==> src/rtl/led_matrix_scan_scroller.sv <==
// Column-multiplexed LED matrix driver: DEPTH-column bitmap buffer, WINDOW-column scan,
// per-slot brightness PWM and frame-synchronous wrap-around horizontal scrolling.
module led_matrix_scan_scroller #(
   parameter int ROWS          = 4,
   parameter int WINDOW        = 4,
   parameter int DEPTH         = 16,
   parameter int SCAN_DIV      = 1000,
   parameter int SCROLL_FRAMES = 8
) (
   input  logic                     clk,
   input  logic                     rst_n,
   input  logic                     wr_en,
   input  logic [$clog2(DEPTH)-1:0] wr_addr,
   input  logic [ROWS-1:0]          wr_data,
   input  logic                     scroll_en,
   input  logic                     scroll_dir,
   input  logic [3:0]               brightness,
   output logic [WINDOW-1:0]        col_sel,
   output logic [ROWS-1:0]          row_out,
   output logic                     frame_tick
);

   localparam int AW = $clog2(DEPTH);
   localparam int CW = (WINDOW > 1) ? $clog2(WINDOW) : 1;
   localparam int SW = $clog2(SCAN_DIV);
   localparam int FW = (SCROLL_FRAMES > 1) ? $clog2(SCROLL_FRAMES) : 1;
   localparam int TW = SW + 5;

   logic [SW-1:0]   slot_cnt;
   logic [CW-1:0]   col_idx;
   logic [AW-1:0]   offset;
   logic [FW-1:0]   frame_cnt;
   logic [ROWS-1:0] col_data;
   logic [3:0]      bright_q;
   logic [ROWS-1:0] buffer [DEPTH];

   logic            slot_start;
   logic            slot_last;
   logic            col_last;
   logic            frame_wrap;
   logic            lit;
   logic [AW-1:0]   rd_idx;
   logic [ROWS-1:0] cur_data;
   logic [3:0]      cur_bright;
   logic [TW-1:0]   thr;

   // NOTE: every signal is assigned on every pass through this block, so no latch can be inferred.
   always_comb begin
      slot_start = (slot_cnt == '0);
      slot_last  = (slot_cnt == SW'(SCAN_DIV - 1));
      col_last   = (col_idx == CW'(WINDOW - 1));
      frame_wrap = slot_last && col_last;
      rd_idx     = offset + AW'(col_idx);
      // The slot-start cycle uses the fresh read so the first lit cycle already shows the new column.
      cur_data   = slot_start ? buffer[rd_idx] : col_data;
      cur_bright = slot_start ? brightness : bright_q;
      thr        = ((TW'(cur_bright) + TW'(1)) * TW'(SCAN_DIV)) >> 4;
      lit        = (TW'(slot_cnt) < thr);
   end

   // NOTE: registers use non-blocking assignments so every flop samples pre-edge values.
   always_ff @(posedge clk or negedge rst_n) begin
      if (!rst_n) begin
         slot_cnt   <= '0;
         col_idx    <= '0;
         offset     <= '0;
         frame_cnt  <= '0;
         col_data   <= '0;
         bright_q   <= '0;
         col_sel    <= '0;
         row_out    <= '0;
         frame_tick <= 1'b0;
      end else begin
         slot_cnt <= slot_last ? '0 : slot_cnt + SW'(1);
         if (slot_last) begin
            col_idx <= col_last ? '0 : col_idx + CW'(1);
         end
         if (slot_start) begin
            col_data <= cur_data;
            bright_q <= cur_bright;
         end
         col_sel    <= lit ? (WINDOW'(1) << col_idx) : '0;
         row_out    <= lit ? cur_data : '0;
         frame_tick <= frame_wrap;
         // Offset moves only together with col_idx returning to 0, so a frame never mixes offsets.
         if (frame_wrap) begin
            if (!scroll_en) begin
               frame_cnt <= '0;
            end else if (frame_cnt == FW'(SCROLL_FRAMES - 1)) begin
               frame_cnt <= '0;
               offset    <= scroll_dir ? offset - AW'(1) : offset + AW'(1);
            end else begin
               frame_cnt <= frame_cnt + FW'(1);
            end
         end
      end
   end

   // NOTE: the buffer is held in flops with an explicit reset so a reset always blanks stale bitmap content.
   always_ff @(posedge clk or negedge rst_n) begin
      if (!rst_n) begin
         for (int i = 0; i < DEPTH; i++) begin
            buffer[i] <= '0;
         end
      end else if (wr_en) begin
         buffer[wr_addr] <= wr_data;
      end
   end

endmodule
==> config.mk <==
export PLATFORM = sky130hd
export DESIGN_NAME = led_matrix_scan_scroller
export DESIGN_NICKNAME = d
export VERILOG_FILES = /design/src/rtl/led_matrix_scan_scroller.sv
export SDC_FILE = /design/constraint.sdc
export NUM_CORES = 1
export LEC_CHECK = 0
export BUFFER_PORTS_ARGS = -buffer_cell sky130_fd_sc_hd__buf_2
export CAP_MARGIN = 20
export CELL_PAD_IN_SITES_DETAIL_PLACEMENT = 2
export CELL_PAD_IN_SITES_GLOBAL_PLACEMENT = 2
export CORE_MARGIN = 8
export CORE_UTILIZATION = 30
export CTS_CLUSTER_DIAMETER = 80
export CTS_CLUSTER_SIZE = 40
export DETAILED_ROUTE_END_ITERATION = 16
export GPL_TIMING_DRIVEN = 0
export PLACE_DENSITY_LB_ADDON = 0.1
export SYNTH_ARGS = -nofsm -noshare
export SYNTH_HDL_FRONTEND = slang
export SYNTH_SLANG_ARGS = --single-unit
export TNS_END_PERCENT = 5
==> constraint.sdc <==
create_clock -name clk -period 6.4 [get_ports clk]
set_clock_uncertainty 0.15 [all_clocks]
set_input_delay 1.28 -clock clk [delete_from_list [all_inputs] [get_ports clk]]
set_output_delay 1.28 -clock clk [all_outputs]
set_load 0.005 [all_outputs]
Word-level counts from Yosys, hierarchy flattened
Cells that the tools add are included.
{"block": "totals", "regBits": 100, "latch_bits": 0, "ram_bits": 0, "rom_bits": 0, "wordCells": 62, "mem_count": 0}
{"block": "classes", "add_sub_neg": 7, "multipliers": 1, "div": 0, "order_cmp": 4, "eq_ne": 3, "shift": 1, "n_mux": 15, "bitwise": 2, "reduce_logical": 4}
{"cell": "64-bit bitwise mux", "count": 1}
{"cell": "4-bit two-way mux", "count": 8}
{"cell": "4-bit binary-select mux with 4-bit select", "count": 1}
{"cell": "4-bit demux with 4-bit select", "count": 1}
{"cell": "5-bit by 7-bit multiplier with 12-bit output, second input constant", "count": 1}
{"cell": "10-bit by 11-bit < comparator with 1-bit output", "count": 1}
{"cell": "10-bit by 1-bit adder with 10-bit output, second input constant", "count": 1}
{"cell": "10-bit equality test, second input constant", "count": 1}
{"cell": "5-bit greater-or-equal comparator, second input constant", "count": 2}
{"cell": "10-bit zero test", "count": 1}
{"cell": "10-bit two-way mux", "count": 1}
{"cell": "4-bit NOT with 5-bit output", "count": 2}
{"cell": "3-bit two-way mux", "count": 2}
{"cell": "4-bit by 1-bit adder with 5-bit output, second input constant", "count": 1}
{"cell": "5-bit by 1-bit < comparator with 1-bit output, second input constant", "count": 1}
{"cell": "4-bit by 1-bit adder with 4-bit output, second input constant", "count": 1}
{"cell": "4-bit by 2-bit adder with 4-bit output", "count": 1}
{"cell": "1-bit by 2-bit << shifter with 4-bit output, first input constant", "count": 1}
{"cell": "4-bit by 1-bit subtractor with 4-bit output, second input constant", "count": 1}
{"cell": "3-bit by 1-bit adder with 3-bit output, second input constant", "count": 1}
{"cell": "3-bit equality test, second input constant", "count": 1}
{"cell": "3-bit AND reduction", "count": 1}
{"cell": "2-bit by 1-bit adder with 2-bit output, second input constant", "count": 1}
{"cell": "2-bit equality test, second input constant", "count": 1}
{"cell": "2 further kinds", "count": 3}

Depth between registers and ports, before layout
Gate-level depths: netlist of the first run.
{"block": "depth", "ltp_word": 7, "depth_mapped": 28}

Worst setup path before layout of the first run
No wires, ideal clock.
{"block": "synth_timing", "kind": "register -> register", "startpoint": "reg slot_cnt[0]", "endpoint": "reg col_sel[0]", "setup_time_ps": 133, "arrival_ps": 6146, "t_required_ps": 6117, "setup_slack_ps": -30, "stages_incl_launch_ff": 27, "n_path_buf": 1, "synth_period_minus_slack_ps": 6430, "path_cell_list": "dfrtp_1 -> inv_1 -> ha_1 -> nor4b_1 -> nand3_1 -> clkbuf_1 -> mux2_2 -> ha_1 -> nand3_1 -> or4_1 -> and2_1 -> inv_1 -> fa_1 -> fa_1 -> fa_1 -> inv_1 -> ha_1 -> nor2b_1 -> o21a_1 -> o21ai_0 -> a21oi_1 -> xnor2_1 -> ha_1 -> and2_1 -> o221ai_1 -> a31oi_2 -> nor2b_1"}
{"block": "synth_via", "elab_chain_len": 6}
{"item": "start, declared", "line": "29", "rtl": "logic [SW-1:0] slot_cnt;"}
{"item": "start signal, assigned", "line": "74", "rtl": "slot_cnt <= slot_last ? '0 : slot_cnt + SW'(1);"}
{"item": "10-bit zero test", "line": "49", "rtl": "slot_start = (slot_cnt == '0);"}
{"item": "4-bit two-way mux", "line": "56", "rtl": "cur_bright = slot_start ? brightness : bright_q;"}
{"item": "named net cur_bright[0]", "line": "44", "rtl": "logic [3:0] cur_bright;"}
{"item": "4-bit by 1-bit adder with 5-bit output", "line": "57", "rtl": "thr = ((TW'(cur_bright) + TW'(1)) * TW'(SCAN_DIV)) >> 4;"}
{"item": "5-bit by 7-bit multiplier with 12-bit output", "line": "57"}
{"item": "10-bit by 11-bit < comparator with 1-bit output", "line": "58", "rtl": "lit = (TW'(slot_cnt) < thr);"}
{"item": "4-bit two-way mux", "line": "82", "rtl": "col_sel <= lit ? (WINDOW'(1) << col_idx) : '0;"}
{"item": "end signal, assigned", "line": "82"}
{"item": "end, declared", "line": "18", "rtl": "output logic [WINDOW-1:0] col_sel,"}
The timed path passes the listed nets, and every way through them passes these cells.
A chain may end at the register's enable or synchronous reset.

Worst setup path after layout of the first run
{"block": "layout_timing", "startpoint": "reg slot_cnt[0]", "endpoint": "reg col_sel[1]"}
The elaborated chain is that of the path after synthesis.

==> run_results.csv, run 1 <==
group,metric,value,unit
power,p_total,1.95,mW
floorplan,die_h,153,um
power,seqPwrFrac,39.9,%
critical_path,cp_top_family,"adder cells",
layout,final_common_cell,"dfrtp_1",
timing,timing.fmax,160,MHz
power,pwr-share-comb,31.5,%
power,intPower,1.37,mW
layout,final_cell_area,0.00680,mm^2
critical_path,critPathKind,"flip-flop to flip-flop",
clock_tree,cts_tree,"done",
critical_path,r2r_cells,29,
placement,place_congestion,0.679,
floorplan,io_pins,26,
clock_tree,clkSinkCount,100,
synthesis,ys_types,42,
timing,slew_violations,0,
status,outcome,"finished, final reports clean",
synthesis,syn_avg_cell_area,11.9,um^2
timing,hold_viol,0,
critical_path,r2r-start,"slot_cnt[0]$_DFF_PN0_",
placement,place_area,0.00610,mm^2
power,swShare,29.9,%
power,p_clk_share,28.6,%
synthesis,synth-seq-cells,100,
grt,first_global_vias,4334,
detailed_routing,ant_nets,0,
synthesis,synthAdderAreaFrac,13.3,%
floorplan,die_area,0.0235,mm^2
grt,antenna_found_initial,0,
detailed_routing,via_per_inst,4.89,
clock_tree,hold_buffers,0,
detailed_routing,routed_wl,14.3,mm
critical_path,cp_slowest_stage_delay,0.56,ns
synthesis,synth_top_family_by_area,"multiplexers",
timing,report.final.setup_viol,0,
layout,drive_gt1_share,35.1,%
timing,period_minus_slack,6.26,ns
timing,tightestPinTransition,0.738,ns
synthesis,synth-compound-area-share,4.58,%
critical_path,cp.arrival,6.38,ns
detailed_routing,routedWlPerCell,18.6,um
layout,finish.net_count,600,
floorplan,row_count,50,
clock_tree,clk_pin_slew,0.07,ns
critical_path,endpoint_kind,"flip-flop",
hold_path,hold_depth,1,
synthesis,muxShareOfSynthArea,20.2,%
critical_path,critPathSlowestCell,"or4_4",
layout,syn2layout_area_growth,20.2,%
hold_path,hold_path_class,"flip-flop to flip-flop",
critical_path,cp_data_required_time,6.52,ns
detailed_routing,dr.pass1.iters,4,
detailed_routing,drc,0,
layout,final_cell_mix,"dfrtp_1, mux2_2, nand2_1",
synthesis,syn_area,0.00566,mm^2
timing,rsz0062_at_grt,"yes",
floorplan,start_util,30.4,%
grt,grt_overflow,0,
clock_tree,cts_buffer_depth,2,
synthesis,syn-instance-count,475,
placement,post-dp-hpwl,10.6,mm
timing,slew_headroom,50.5,%
synthesis,ys_seq_area_share,44.2,%
timing,setup_ws,0.139,ns
critical_path,rrSetupSlack,0.14,ns
critical_path,cp_max_fo,4,
detailed_routing,vias,3760,
timing,finalCritPeriodShare,97.8,%
layout,nFillCells,1944,
grt,grt_max_degree,56,
timing,setup_tns,0,ns
power,switchingPower,0.583,mW
floorplan,die_x,153,um
synthesis,synth_xor_area_share,3.56,%
power,powerDensity,287,mW/mm^2
grt,grt_usage,12.5,%
synthesis,syn-num-nets,545,
clock_tree,clk_latency,0.35,ns
hold_path,hold_path_end,"offset[3]$_DFFE_PN0P_",
hold_path,hold_start,"offset[3]$_DFFE_PN0P_",
clock_tree,numCtsBuffers,9,
critical_path,r2r-end,"col_sel[1]$_DFF_PN0_",
synthesis,yosys_warnings,0,
placement,place_worst_setup_slack,-1.26,ns
power,ir_drop,168,uV
grt,grt_pass1_wl,23.2,mm
critical_path,cp_num_buf_inv,8,
floorplan,core_area,0.0186,mm^2
clock_tree,h-tree-depth,3,
critical_path,startpoint_type,"flip-flop",
run,maxCapViolations,0,
layout,antenna_cells,0,
power,leakagePower,3.13,nW
clock_tree,root_buffer,"clkbuf_16",
placement,io_buffer_count,23,
synthesis,synthSimpleGateAreaFrac,10.9,%
detailed_routing,first_iter_violations,84,
[how the worst max path moves through the flow]
stage | from | end | slack (ns) | depth (start not counted)
floorplan | slot_cnt[0]$_DFF_PN0_ | col_sel[0]$_DFF_PN0_ | 0.12 | 26
global placement | slot_cnt[0]$_DFF_PN0_ | row_out[1]$_DFF_PN0_ | -1.02 | 26
detailed placement | slot_cnt[0]$_DFF_PN0_ | row_out[2]$_DFF_PN0_ | -1.26 | 26
CTS | slot_cnt[0]$_DFF_PN0_ | col_sel[1]$_DFF_PN0_ | 0.04 | 25
global route | slot_cnt[0]$_DFF_PN0_ | row_out[1]$_DFF_PN0_ | -0.09 | 26
finish | slot_cnt[0]$_DFF_PN0_ | col_sel[1]$_DFF_PN0_ | 0.14 | 29
[metrics by stage]
stage | util, % | hold WS [ns] | std cells
after floorplan | - | 0.296 | 475
after global placement | 32.6 | 0.316 | 732
after detailed placement | 32.7 | 0.330 | 733
after CTS | 35.4 | 0.344 | 760
after global routing | 36.5 | 0.362 | 769
final | 36.5 | 0.342 | 769
[registers in the layout, summed over array words and instances, names as in the netlist, 3 cells and up]
signal and flops:
frame_cnt 3, col_data 4, bright_q 4, col_sel 4, buffer 64, slot_cnt 10
row_out 4, offset 4
[cells by family after synthesis]
kind of cell | count (synthesis)
muxes | 86
and+or+nand+nor | 124
adders and majority gates | 53
DFF | 100
xor gates and xnor gates | 23
buffers and inverters | 48
AOI/OAI and AO/OA | 41
[power by group through the flow]
stage,sequential [mW],combinational [mW],clock [mW]
finish,0.780,0.616,0.558
global placement,0.784,0.452,0
floorplan,0.773,0.352,0
global route,0.793,0.681,0.604
detailed placement,0.793,0.490,0
CTS,0.781,0.547,0.584
[routing by layer]
layer,part of all wire [%],vias to the layer above,global-route usage [%]
li1,-,1748,-
met1,43,1970,14.6
met2,54,37,22.9
met3,2.5,5,3.16
met4,0.53,0,2.10
met5,0,-,0
[cells in the mapped netlist (all sizes together)]
cell | n | share of area [%]
or4b | 1 | 0.18
nand2b | 3 | 0.33
nor4b | 2 | 0.31
inv | 34 | 2.3
nor3b | 2 | 0.27
a31o | 1 | 0.15
or4 | 1 | 0.13
ha | 41 | 9.1
buf | 2 | 0.18
nand3 | 12 | 1.1
and4 | 1 | 0.15
dfrtp | 100 | 44
a211oi | 1 | 0.22
o211ai | 1 | 0.13
o21a | 2 | 0.27
o221ai | 1 | 0.15
nor3 | 2 | 0.18
nand2 | 42 | 2.8
xnor2 | 11 | 1.7
mux4 | 16 | 6.4
fa | 12 | 4.2
nor2b | 11 | 1.2
a21o | 6 | 0.80
mux2i | 3 | 0.53
a21oi | 9 | 0.80
nor2 | 26 | 1.7
and2 | 4 | 0.44
or2 | 1 | 0.11
nand4 | 2 | 0.22
clkbuf | 12 | 0.80
nor4 | 1 | 0.22
and3b | 1 | 0.15
a31oi | 2 | 0.33
and3 | 4 | 0.44
nand3b | 4 | 0.53
a221o | 1 | 0.18
or3 | 4 | 0.44
mux2 | 67 | 13
o21ai | 16 | 1.4
xor2 | 12 | 1.9
o21bai | 1 | 0.13
[timing repair]
item / CTS / global route
endpoints found under the setup margin: 8 / 8
gates cloned: 0 / 0
resized for setup: 25 / 31
buffers inserted: 11 / 9
pin swaps: 8 / 20
[layout make-up]
| class | count | area, um^2 | share of cell area (%) |
|---|---|---|---|
| timing repair buffer | 44 | 315 | 4.63 |
| clock buffer | 9 | 225 | 3.31 |
| clock inverter | 7 | 73.8 | 1.08 |
| buffer | 14 | 62.6 | 0.919 |
| multi-input combinational | 327 | 3200 | 47.0 |
| inverter | 34 | 130 | 1.91 |
| tap | 234 | 293 | 4.30 |
| sequential | 100 | 2500 | 36.8 |
Note: power is estimated with default switching activity, not from simulation.
==> run 2, diff against run 1 <==
--- a/config.mk
+++ b/config.mk
@@ -10,7 +10,7 @@
 export CELL_PAD_IN_SITES_DETAIL_PLACEMENT = 2
 export CELL_PAD_IN_SITES_GLOBAL_PLACEMENT = 2
 export CORE_MARGIN = 8
-export CORE_UTILIZATION = 30
+export CORE_UTILIZATION = 39
 export CTS_CLUSTER_DIAMETER = 80
 export CTS_CLUSTER_SIZE = 40
 export DETAILED_ROUTE_END_ITERATION = 16
==> run 2 against run 1 <==
Register-to-register slack gained 0.03 ns. Setup slack gained 0.034 ns. First-iteration DRC count shrank 15%. Worst hold slack gained 0.0055 ns. Sequential share of layout area grew 0.54 points. Routed wire length is essentially flat. Clock-buffer cell count grew 3. Highest routed layer unchanged.
==> run_results.csv, run 2 (synthesis gave the netlist of run 1 again) <==
group,metric,value,unit
status,outcome,"finished, final reports clean",
critical_path,cp.arrival,6.35,ns
layout,final_cell_area,0.00670,mm^2
hold_path,hold_path_end,"frame_cnt[2]$_DFFE_PN0P_",
clock_tree,numCtsBuffers,9,
critical_path,cp_data_required_time,6.52,ns
timing,setup_tns,0,ns
layout,syn2layout_area_growth,18.4,%
detailed_routing,drc,0,
detailed_routing,ant_nets,0,
grt,grt_max_degree,54,
critical_path,critPathKind,"flip-flop to flip-flop",
floorplan,io_pins,26,
clock_tree,clk_latency,0.35,ns
detailed_routing,vias,3800,
placement,place_area,0.00604,mm^2
power,ir_drop,121,uV
layout,finish.net_count,597,
clock_tree,cts_buffer_depth,2,
placement,place_congestion,0.737,
grt,grt_usage,16.3,%
critical_path,startpoint_type,"flip-flop",
clock_tree,clk_pin_slew,0.07,ns
detailed_routing,dr.pass1.iters,4,
critical_path,critPathSlowestCell,"or4_4",
critical_path,endpoint_kind,"flip-flop",
floorplan,core_area,0.0144,mm^2
layout,largest_reg_flops,64,
detailed_routing,routedWlPerCell,20.0,um
layout,nFillCells,1454,
timing,hold_viol,0,
layout,seq_area,0.00250,mm^2
layout,final_cell_mix,"dfrtp_1, mux2_2, nand2_1",
hold_path,hold_start,"frame_cnt[2]$_DFFE_PN0P_",
detailed_routing,routed_wl,14.3,mm
layout,antenna_cells,0,
critical_path,r2r_cells,26,
layout,multiInputGateArea,0.00319,mm^2
hold_path,hold_path_class,"flip-flop to flip-flop",
placement,io_buffer_count,23,
floorplan,die_h,136,um
critical_path,r2r-start,"slot_cnt[0]$_DFF_PN0_",
timing,timing.fmax,161,MHz
clock_tree,clkSinkCount,100,
timing,tightestPinTransition,0.766,ns
floorplan,row_count,44,
timing,slew_headroom,48.5,%
detailed_routing,first_iter_violations,71,
clock_tree,root_buffer,"clkbuf_16",
timing,slew_violations,0,
critical_path,r2r-end,"row_out[2]$_DFF_PN0_",
placement,place_worst_setup_slack,-1.07,ns
floorplan,die_area,0.0186,mm^2
critical_path,cp_slowest_stage_delay,0.56,ns
power,powerDensity,286,mW/mm^2
floorplan,die_x,136,um
detailed_routing,via_per_inst,5.31,
layout,reg.largest.list,"buffer: 64 flops, slot_cnt: 10 flops",
clock_tree,cts_tree,"done",
timing,period_minus_slack,6.23,ns
grt,antenna_found_initial,0,
power,leakagePower,3.10,nW
layout,final_common_cell,"dfrtp_1",
timing,holdWs,0.348,ns
grt,first_global_vias,4313,
layout,top_register,"buffer",
timing,finalCritPeriodShare,97.3,%
placement,post-dp-hpwl,10.4,mm
timing,setup_ws,0.173,ns
clock_tree,hold_buffers,0,
run,maxCapViolations,0,
layout,drive_gt1_share,33.7,%
critical_path,rrSetupSlack,0.17,ns
floorplan,start_util,39.4,%
grt,grt_overflow,0,
timing,report.final.setup_viol,0,
critical_path,cp_max_fo,8,
layout,final_core_util,46.6,%
clock_tree,h-tree-depth,3,
hold_path,hold_depth,2,
grt,grt_pass1_wl,23.3,mm
## run 2: worst max-delay path: cells and delay by family (launching register included)
kind / cells / cell delay [ns]
compound gates: 4 / 0.79
xor+xnor: 1 / 0.19
fa+ha+maj: 7 / 2.30
buf+inv: 6 / 0.59
flops: 1 / 0.43
mux: 1 / 0.20
simple gates: 7 / 1.50
## run 2: through the flow
step / power [mW] / cells
finish: 1.92 / 715
floorplan: 1.12 / 475
global route: 2.03 / 715
detailed placement: 1.28 / 683
global placement: 1.23 / 682
CTS: 1.90 / 707
## run 2: worst max path at each step
stage	slack (ns)	end	start
after floorplan	0.12	col_sel[0]$_DFF_PN0_	slot_cnt[0]$_DFF_PN0_
after global placement	-0.88	row_out[0]$_DFF_PN0_	slot_cnt[0]$_DFF_PN0_
after detailed placement	-1.07	row_out[0]$_DFF_PN0_	slot_cnt[0]$_DFF_PN0_
after CTS	0.06	col_sel[0]$_DFF_PN0_	slot_cnt[0]$_DFF_PN0_
after global routing	-0.03	row_out[0]$_DFF_PN0_	slot_cnt[0]$_DFF_PN0_
final	0.17	row_out[2]$_DFF_PN0_	slot_cnt[0]$_DFF_PN0_
## run 2: per-layer routing
metal	vias to the layer above	routed length (um)	global-route usage (%)
met1	2009	6200	19.9
met3	13	246	2.62
li1	1747	-	-
met2	31	7690	28.6
met5	-	0	0
met4	0	187	5.55
## run 2: repair_timing
action / in CTS / in global routing
pin swaps: 7 / 18
setup endpoints to repair: 8 / 8
buffers inserted: 9 / 8
endpoints found under the hold margin: 0 / 0
gates resized for setup: 24 / 26
## run 2: cell type report
class | instances | area share [%]
multi-input cells | 327 | 47.6
plain buffers | 14 | 0.971
clock inverters | 3 | 0.709
inverters | 34 | 1.94
flip-flops and latches | 100 | 37.4
repair buffers | 41 | 4.31
well taps | 184 | 3.44
clock buffers | 12 | 3.68
## run 2: where the power goes
group          switching [mW]  internal, mW  leakage (nW)
registers              0.0514         0.731          1.25
clock network           0.240         0.314         0.143
logic                   0.268         0.312          1.71
==> run 3, diff against run 2 <==
==> constraint.sdc (replaced) <==
create_clock -name clk -period 6.4 [get_ports clk]
set_clock_uncertainty 0.15 [all_clocks]
set_input_delay 0 -clock clk [delete_from_list [all_inputs] [get_ports clk]]
set_output_delay 0 -clock clk [all_outputs]
set_load 0.005 [all_outputs]
==> run 3 against run 2 <==
Register-to-register slack better by 0.04 ns. Non-clock buffer count rose by 10. Total power grew 1.8%. Final area is 2.2% higher. Routed wire length rose by 1.4%. Maximum frequency grew 0.59%. Setup slack gained 0.037 ns. Combinational power increased by 6.0%. Cell count up 1.4%. Sequential share of layout area decreased by 0.81 points. Via count up 0.71%. Worst hold slack worse by 0.26 ns.
==> run_results.csv, run 3 (synthesis gave the netlist of run 1 again) <==
group,metric,value,unit
critical_path,cp_top_family,"adder cells",
floorplan,die_x,136,um
placement,post-dp-hpwl,10.4,mm
detailed_routing,via_per_inst,5.28,
clock_tree,clk_latency,0.35,ns
status,outcome,"finished, final reports clean",
critical_path,cp_num_buf_inv,6,
grt,grt.busiest_layer,"met2",
critical_path,rrSetupSlack,0.21,ns
layout,syn2layout_area_growth,21.0,%
critical_path,cp_slowest_stage_delay,0.56,ns
detailed_routing,drc,0,
floorplan,die_h,136,um
grt,grt_util_met1,20.0,%
timing,period_minus_slack,6.19,ns
detailed_routing,vias,3827,
timing,slew_headroom,49.5,%
detailed_routing,routedWlPerCell,20.0,um
run,maxCapViolations,0,
critical_path,crit_top_cell,"inv_2",
grt,antenna_found_initial,0,
layout,final_common_cell,"dfrtp_1",
floorplan,start_util,39.4,%
floorplan,die_area,0.0186,mm^2
clock_tree,cts_buffer_depth,2,
layout,reg.largest.list,"buffer: 64 flops, slot_cnt: 10 flops",
critical_path,critPathSlowestCell,"or4_4",
timing,hold_viol,0,
layout,finalNonFillerCells,725,
floorplan,row_count,44,
grt,grt_max_degree,54,
hold_path,hold_path_class,"input pin to async pin",
layout,largest_reg_flops,64,
grt,grt_pass1_wl,23.6,mm
critical_path,crit_cells,26,
layout,final_core_util,47.7,%
placement,place_inst,683,
detailed_routing,routed_wl,14.5,mm
clock_tree,clkSinkCount,100,
timing,holdWs,0.0867,ns
clock_tree,h-tree-depth,3,
placement,place_congestion,0.737,
clock_tree,cts_tree,"done",
timing,timing.fmax,162,MHz
grt,grt_overflow,0,
grt,use_met3,2.59,%
critical_path,r2r_cells,26,
critical_path,cp_max_fo,8,
power,powerDensity,285,mW/mm^2
clock_tree,root_buffer,"clkbuf_16",
timing,slew_violations,0,
layout,antenna_cells,0,
power,ir_drop,122,uV
critical_path,endpoint_kind,"flip-flop",
critical_path,cp.arrival,6.32,ns
grt,first_global_vias,4330,
layout,drive_gt1_share,33.6,%
detailed_routing,ant_nets,0,
critical_path,critPathKind,"flip-flop to flip-flop",
grt,grt_util_met2,29.1,%
power,p_total,1.95,mW
grt,grt_usage,16.5,%
power,leakagePower,3.16,nW
layout,final_cell_mix,"dfrtp_1, mux2_2, nand2_1",
floorplan,core_area,0.0144,mm^2
detailed_routing,dr.pass1.iters,4,
critical_path,cp_data_required_time,6.53,ns
clock_tree,clk_pin_slew,0.07,ns
floorplan,io_pins,26,
timing,tightestPinTransition,0.752,ns
clock_tree,numCtsBuffers,9,
critical_path,startpoint_type,"flip-flop",
timing,report.final.setup_viol,0,
placement,io_buffer_count,23,
layout,top_register,"buffer",
layout,finish.net_count,607,
detailed_routing,first_iter_violations,79,
timing,finalCritPeriodShare,96.7,%
[run 3: changes by cell type in the layout (fill, tap and decap cells not counted), sizes merged]
| cell | previous run | this run |
|---|---|---|
| dlygate4sd3 | 0 | 11 |
| clkbuf | 24 | 23 |
[run 3: power by group]
part / internal (mW) / switching, mW
registers: 0.731 / 0.0519
clock network: 0.314 / 0.239
logic: 0.331 / 0.284
[run 3: worst paths after layout]
path | from | to
hold reg to reg | frame_cnt[2]$_DFFE_PN0P_ | frame_cnt[2]$_DFFE_PN0P_
setup reg to reg | slot_cnt[0]$_DFF_PN0_ | row_out[0]$_DFF_PN0_
max in group asynchronous | rst_n | buffer[56]$_DFFE_PN0P_
setup / recovery | slot_cnt[0]$_DFF_PN0_ | row_out[0]$_DFF_PN0_
hold / removal | rst_n | col_sel[3]$_DFF_PN0_
min in group clk | wr_addr[2] | buffer[53]$_DFFE_PN0P_
[run 3: metal layers]
| metal | vias up | share of wire, % |
|---|---|---|
| met5 | - | 0 |
| met4 | 0 | 1.2 |
| met3 | 12 | 2.0 |
| met2 | 31 | 54 |
| met1 | 2014 | 43 |
| li1 | 1770 | - |
[run 3: layout make-up]
class / instances / area (um^2)
Fill cell: 1443 / 7520
Multi-Input combinational cell: 327 / 3230
Sequential cell: 100 / 2500
Timing Repair Buffer: 51 / 392
Clock buffer: 12 / 246
Tap cell: 184 / 230
Inverter: 34 / 130
Buffer: 14 / 66.3
Clock inverter: 3 / 47.5
[run 3: stage by stage]
step                TNS (ns)  cell area, um^2  setup slack, ns
CTS                        0             6640           0.0646
finish                     0             6850            0.209
floorplan                  0             5670            0.118
global route         -0.0141             6850         -0.00894
detailed placement     -8.13             6040            -1.07
global placement       -6.66             6010           -0.882
[run 3: timing repair]
item,4_1_cts,5_1_grt
hold buffers,11,0
pin swaps,7,25
endpoints found under the hold margin,80,0
gates resized for setup,24,34
setup endpoints to repair,8,8
setup buffers,9,7
